## src/rtl/ds8dac_feeder.sv

```systemverilog
// Sample-rate scheduler for the 8-bit delta-sigma DAC: small sample FIFO, one DAC code
// per sample period, click-free ramping to/from midscale on start-up, underrun and mute.
module ds8dac_feeder #(
  parameter int          DIV     = 256,
  parameter int          DEPTH   = 4,
  parameter int          LW      = 3,
  parameter int          PREFILL = 2,
  parameter logic [7:0]  MID     = 8'h80
) (
  input  logic          clk,
  input  logic          rst,
  input  logic          enable,
  input  logic [7:0]    s_data,
  input  logic          s_valid,
  output logic          s_ready,
  output logic [7:0]    dac_code,
  output logic          sample_tick,
  output logic          underrun,
  output logic [LW-1:0] fifo_level
);

  localparam int            CW   = $clog2(DIV);
  localparam int            AW   = $clog2(DEPTH);
  localparam logic [CW-1:0] LAST = CW'(DIV - 1);
  localparam logic [LW-1:0] FULL = LW'(DEPTH);
  localparam logic [LW-1:0] PRE  = LW'(PREFILL);

  typedef enum logic [1:0] {MUTED, RUN, STARVED} state_t;

  state_t        state;
  logic [CW-1:0] div_cnt;
  logic          tick;
  logic [7:0]    mem [DEPTH];
  logic [AW-1:0] wr_ptr, rd_ptr;
  logic          push, pop;
  logic [7:0]    head, ramp_code;

  assign tick    = (div_cnt == LAST);
  assign s_ready = (fifo_level != FULL);
  assign push    = s_valid && s_ready;
  assign head    = mem[rd_ptr];

  always_ff @(posedge clk or posedge rst) begin
    if (rst) div_cnt <= '0;
    else     div_cnt <= tick ? '0 : div_cnt + CW'(1);
  end

  always_comb begin
    // NOTE: every always_comb output gets a default first so no latch is inferred.
    ramp_code = dac_code;
    if (dac_code < MID)      ramp_code = dac_code + 8'd1;
    else if (dac_code > MID) ramp_code = dac_code - 8'd1;
  end

  // Pop decision uses the pre-edge level, so a push landing in the tick cycle is not seen.
  always_comb begin
    pop = 1'b0;
    if (tick) begin
      unique case (state)
        MUTED:   pop = enable && (dac_code == MID) && (fifo_level >= PRE);
        RUN:     pop = enable && (fifo_level != '0);
        STARVED: pop = enable && (fifo_level >= PRE);
        default: pop = 1'b0;
      endcase
    end
  end

  always_ff @(posedge clk or posedge rst) begin
    if (rst) begin
      wr_ptr     <= '0;
      rd_ptr     <= '0;
      fifo_level <= '0;
    end else begin
      if (push) wr_ptr <= wr_ptr + AW'(1);
      if (pop)  rd_ptr <= rd_ptr + AW'(1);
      unique case ({push, pop})
        2'b10:   fifo_level <= fifo_level + LW'(1);
        2'b01:   fifo_level <= fifo_level - LW'(1);
        default: fifo_level <= fifo_level;
      endcase
    end
  end

  // NOTE: sample storage is not reset; the pointers and level alone define validity.
  always_ff @(posedge clk) begin
    if (push) mem[wr_ptr] <= s_data;
  end

  always_ff @(posedge clk or posedge rst) begin
    if (rst) begin
      state       <= MUTED;
      dac_code    <= MID;
      sample_tick <= 1'b0;
      underrun    <= 1'b0;
    end else begin
      sample_tick <= tick;
      underrun    <= 1'b0;
      if (tick) begin
        if (pop) begin
          dac_code <= head;
          state    <= RUN;
        end else begin
          unique case (state)
            MUTED: dac_code <= ramp_code;
            RUN: begin
              if (!enable) begin
                state <= MUTED;
              end else begin
                underrun <= 1'b1;
                state    <= STARVED;
              end
            end
            STARVED: begin
              if (!enable) state    <= MUTED;
              else         dac_code <= ramp_code;
            end
            default: state <= MUTED;
          endcase
        end
      end
    end
  end

endmodule

```

## config.mk

```make
export PLATFORM = sky130hd
export DESIGN_NAME = ds8dac_feeder
export DESIGN_NICKNAME = d
export VERILOG_FILES = /design/src/rtl/ds8dac_feeder.sv
export SDC_FILE = /design/constraint.sdc
export NUM_CORES = 1
export LEC_CHECK = 0
export ABC_CLOCK_PERIOD_IN_PS = 4150
export CORE_AREA = 2 2 110 112
export DETAILED_ROUTE_END_ITERATION = 7
export DIE_AREA = 0 0 112 114
export PLACE_DENSITY = 0.51
export SLEW_MARGIN = 20
export SYNTH_ARGS = -nofsm -noshare
export SYNTH_HDL_FRONTEND = slang
export SYNTH_SLANG_ARGS = --single-unit
```

## constraint.sdc

```tcl
create_clock -name clk -period 4.15 [get_ports clk]
set_input_delay 0.6225 -clock clk [delete_from_list [all_inputs] [get_ports clk]]
set_output_delay 0.6225 -clock clk [all_outputs]
set_load 0.02 [all_outputs]
```

Yosys cells after proc, flatten, opt, wreduce, memory -nomap -nowiden. Memory sizes are Yosys's and may differ from the RTL's. Cells that the tools add are included.

Flip-flop bits (word level): 27. Memory bits (writable): 32. Input port bits: 12. Output and inout port bits: 14. Logic and storage cells: 59. Memories: 1.

Memory list: mem (words 4, width 8, rd ports 1, clocked after memory_dff 0, write ports 1, line 33) `logic [7:0] mem [DEPTH];`.

$add $sub $neg: 7. $lt $le $gt $ge: 3. Equal/unequal tests: 10. Muxes and demuxes: 19. Reductions and logical operators: 11.

Operators with widths (count): two-way mux 8 bit (5); adder 8 x 1 -> 8 bit, second input constant (2); == test 8 bit, second input constant (2); case mux 8 bit (2 select lines) (1); != test 3 bit, second input constant (3); > comparator 8 bit, second input constant (1); < comparator 8 bit, second input constant (1); subtractor 8 x 1 -> 8 bit, second input constant (1); two-way mux 1 bit (7); two-way mux 2 bit (3); case mux 2 bit (3 select lines) (1); case mux 3 bit (2 select lines) (1); AND reduction 3 bit (2); nonzero test 3 bit (2); logical AND 1 bit (5); adder 2 x 1 -> 2 bit, second input constant (2); == test 2 x 1 -> 1 bit, second input constant (2); == test 2 bit, second input constant (2); adder 3 x 1 -> 3 bit, second input constant (1); greater-or-equal comparator 3 x 2 -> 1 bit, second input constant (1); case mux 1 bit (3 select lines) (1); subtractor 3 x 1 -> 3 bit, second input constant (1); zero test 2 bit (1); != test 2 bit, second input constant (1); nonzero test 2 bit (1).

Longest topological paths before layout.
Depth in word-level cells: 7. Depth in mapped cells: 12. Depth with buffers taken out: 11.

Worst setup path before layout. Ideal clock, no wire load.

Path kind: flip-flop to flip-flop. From: register dac_code[7]. To: register fifo_level[1]. Data arrival time: 2.791 ns. Required time: 4.025 ns. Path slack: 1.234 ns. Stages on the path, launching flop included: 10. Buffers on the path: 1. Cells stage by stage: dfstp_2 -> ha_1 -> nor4b_1 -> a31oi_1 -> or4_1 -> buf_6 -> inv_6 -> ha_1 -> fa_1 -> mux2_2.

Cells in the longest elaborated chain, start to end: 7.

Ends and longest elaborated chain: start: declaration (line 16) `output logic [7:0] dac_code,`; start signal: assignment (line 104) `MUTED: dac_code <= ramp_code;`; start signal: assignment (line 115) `else dac_code <= ramp_code;`; == test 8 bit * (line 60) `MUTED: pop = enable && (dac_code == MID) && (fifo_level >= PRE);`; logical AND 1 bit * (2 in a row) (line 60); case mux 1 bit (3 select lines) * (line 59) `unique case (state)`; two-way mux 1 bit * (line 58) `if (tick) begin`; net pop (line 35) `logic push, pop;`; == test 2 x 1 -> 1 bit or == test 2 bit (tied branches) (line 76) `unique case ({push, pop})`; case mux 3 bit (2 select lines) or nonzero test 2 bit (tied branches); end signal: assignment (line 77) `2'b10: fifo_level <= fifo_level + LW'(1);`; end signal: assignment (line 78) `2'b01: fifo_level <= fifo_level - LW'(1);`; end signal: assignment (line 79) `default: fifo_level <= fifo_level;`; end: declaration (line 19) `output logic [LW-1:0] fifo_level`.

Mark *: on every way through the listed nets, which the timed path passes. The rest lies on a longest branch. A chain may end at the register's enable or synchronous reset.

Worst setup path in the final report. Ends and elaborated chain as after synthesis.

==> results.json <==
{
  "synthAdderAreaFrac": 0.0884,
  "ys.warnings.count": 0,
  "routed-wl-met2_mm": 2.76,
  "nets": 283,
  "die-area_sq_mm": 0.0128,
  "synth-compound-area-share": 0.0643,
  "grt_pass1_wl_mm": 9.08,
  "place_area_sq_mm": 0.00326,
  "min_period_ns": 3.39,
  "swShare": 0.261,
  "synth_xor_area_frac": 0.0429,
  "worst_slack_ns": 0.762,
  "synth.area.top_cells": "edfxtp_1 34%, dfrtp_1 23%, ha_1 7.4%",
  "cts_root_buf": "clkbuf_16",
  "pin_count": 26,
  "yosys.area_share.simple": 0.122,
  "cts_setup_buffers": 0,
  "seqPwrFrac": 0.434,
  "yosysUniqueCellTypes": 41,
  "status": "finished clean",
  "rsz0062_at_grt": "false",
  "path_depth": 8,
  "antenna_found_initial": 0,
  "yosysMostFrequentCell": "edfxtp_1",
  "cts_num_sinks": 59,
  "synth_edf_count": 32,
  "core_area_sq_mm": 0.0117,
  "syn_area_sq_mm": 0.00286,
  "row_count": 40,
  "syn-num-nets": 252,
  "initialDrtViolationCount": 28,
  "syn_avg_cell_area_sq_um": 12.9,
  "max_cap_viol_count": 0,
  "p_leak_uw": 0.00135,
  "fin_crit_sh": 0.817,
  "grt_max_degree": 28,
  "cts_max_path_buffers": 2,
  "intPower_uw": 1310,
  "cp_max_fo": 15,
  "syn_to_final_growth_pct": 24.4,
  "fillers": 1205,
  "setup_viol": 0,
  "ys_seq_area_frac": 0.573,
  "worstMarginPinSlew_ns": 0.605,
  "finalSetupTns_ns": 0,
  "wirelength_mm": 5.55,
  "crit_type": "flip-flop to flip-flop",
  "cp_common_cell": "ha_1",
  "worstRegToRegCells": 8,
  "fmax_ghz": 0.295,
  "cp.buffers_inverters": 1,
  "grt.overflow.total": 0,
  "switching_power_uw": 462,
  "die_height_um": 114,
  "synth_top_area_share": 0.336,
  "power_density_mw_per_mm2": 498,
  "antennaDiodeCount": 0,
  "first_pass_iters": 4,
  "slew_headroom": 0.597,
  "dr.max_layer_used": "met4",
  "start_util": 0.244,
  "grt.total_usage": 0.0925,
  "dp_slack_ns": 0.724,
  "p_comb_frac": 0.152,
  "worstSkewPairLatency_ns": 0.33,
  "hp-class": "flip-flop to flip-flop",
  "async_flop_share": 0.458,
  "hold_viol": 0,
  "multi_input_area_sq_mm": 0.00112,
  "wl_met3_um": 143,
  "yosys-top-cells-count": "32 x edfxtp_1, 26 x dfrtp_1, 21 x nand2_1",
  "drc": 0,
  "synth_cells": 221,
  "wl_per_cell_um": 13.7,
  "drive_gt1_frac": 0.121,
  "cts_buffers": 9,
  "cts_resized": 0,
  "power.share.clock": 0.414,
  "path_cells": "ha_1, nor4b_1, a31oi_1, or4_1, inv_6, ha_1, fa_1, mux2_2",
  "dp_hpwl_mm": 4.01,
  "io_buffers": 25,
  "ys.flop_type": "edfxtp_1",
  "ant_nets": 0,
  "cts_tree": "built",
  "routed_via_density": 4.31,
  "synth_mux_area_frac": 0.0744,
  "crit_path_start_kind": "flip-flop",
  "peakVddDrop_mv": 0.247,
  "crit_path_top_delay_cell": "or4_1",
  "yosysTopAreaCell": "edfxtp_1",
  "slowest_delay_ns": 0.84,
  "slew_violations": 0,
  "fin_skew_ns": 0.00753,
  "clkTransAtPathRegs_ns": 0.05,
  "cp_top_family": "simple AND/OR/NAND/NOR gates",
  "final_area_sq_mm": 0.00356,
  "register_area_sq_mm": 0.00164,
  "endpoint_kind": "flip-flop",
  "grt_pass1_vias": 1803,
  "cp.required_ns": 4.36,
  "num_vias": 1742,
  "crit_arrival_ns": 3.60,
  "ctsHoldBuffers": 0,
  "gp_congestion": 0.755,
  "dieWidth_um": 112,
  "ys_seq_elements": 59,
  "h-tree-depth": 3,
  "synth_top_family_by_area": "simple AND/OR/NAND/NOR gates",
  "hold_depth": 1,
  "wl_met1_mm": 2.57
}
-- routing by layer --
| metal | up-vias | global-route usage |
|---|---|---|
| met5 | - | 0 |
| met4 | 0 | 0.0366 |
| met3 | 9 | 0.0271 |
| met2 | 23 | 0.159 |
| met1 | 852 | 0.109 |
| li1 | 858 | - |
-- area by class of cell --
type | instances | area share
Tap cell | 147 | 0.0517
Inverter | 16 | 0.0183
Multi-Input combinational cell | 141 | 0.315
Clock buffer | 9 | 0.0633
Sequential cell | 59 | 0.460
Clock inverter | 7 | 0.0211
Timing Repair Buffer | 25 | 0.0703
-- registers in the layout (all words and copies together) (netlist names) --
register	flops
sample_tick	1
mem	32
div_cnt	8
fifo_level	3
state	2
dac_code	8
rd_ptr	2
wr_ptr	2
underrun	1
-- kinds of logic after synthesis --
| family | count (synthesis) |
|---|---|
| adders and majority gates | 19 |
| xor gates and xnor gates | 14 |
| AOI/OAI and AO/OA | 29 |
| buffers and inverters | 21 |
| and+or+nand+nor | 68 |
| muxes | 11 |
| DFF | 59 |
-- metrics by stage --
| stage | hold slack (ns) | total power (uW) | util | instances |
|---|---|---|---|---|
| floorplan | 0.455 | 939 | - | 221 |
| global placement | 0.473 | 1050 | 0.278 | 388 |
| detailed placement | 0.483 | 1060 | 0.278 | 388 |
| CTS | 0.490 | 1790 | 0.304 | 404 |
| global route | 0.514 | 1850 | 0.304 | 404 |
| finish | 0.489 | 1770 | 0.304 | 404 |
-- layout by cell type (no fill, tap or decap), drive strengths merged, types with 3 or more instances in the layout --
cell type / synthesis / routed
and2: 3 / 3
xnor2: 11 / 11
nor3: 3 / 3
clkdlybuf4s50: 0 / 25
nand3: 7 / 7
nand2b: 4 / 4
a21oi: 4 / 4
mux4: 8 / 8
o21ai: 9 / 9
inv: 16 / 18
dfrtp: 26 / 26
edfxtp: 32 / 32
ha: 17 / 17
xor2: 3 / 3
and3: 5 / 5
clkbuf: 2 / 9
nor2: 16 / 16
a31oi: 7 / 7
nand2: 21 / 21
-- power by group through the flow --
stage | logic, uW | registers, uW | clock network (uW)
finish | 269 | 770 | 733
global placement | 272 | 779 | 0
detailed placement | 275 | 783 | 0
global route | 302 | 780 | 771
CTS | 276 | 773 | 744
floorplan | 153 | 786 | 0
-- final timing paths --
check / from / to / slack, ns
max in group asynchronous: rst / dac_code[2]$_DFFE_PP0P_ / 3.08
setup reg to reg: dac_code[7]$_DFFE_PP1P_ / fifo_level[1]$_DFFE_PP0P_ / 0.76
hold reg to reg: div_cnt[0]$_DFF_PP0_ / div_cnt[0]$_DFF_PP0_ / 0.49
hold / removal: div_cnt[0]$_DFF_PP0_ / div_cnt[0]$_DFF_PP0_ / 0.49
setup / recovery: dac_code[7]$_DFFE_PP1P_ / fifo_level[1]$_DFFE_PP0P_ / 0.76
min in group asynchronous: rst / div_cnt[3]$_DFF_PP0_ / 0.68
(Power assumes the default switching activity.)
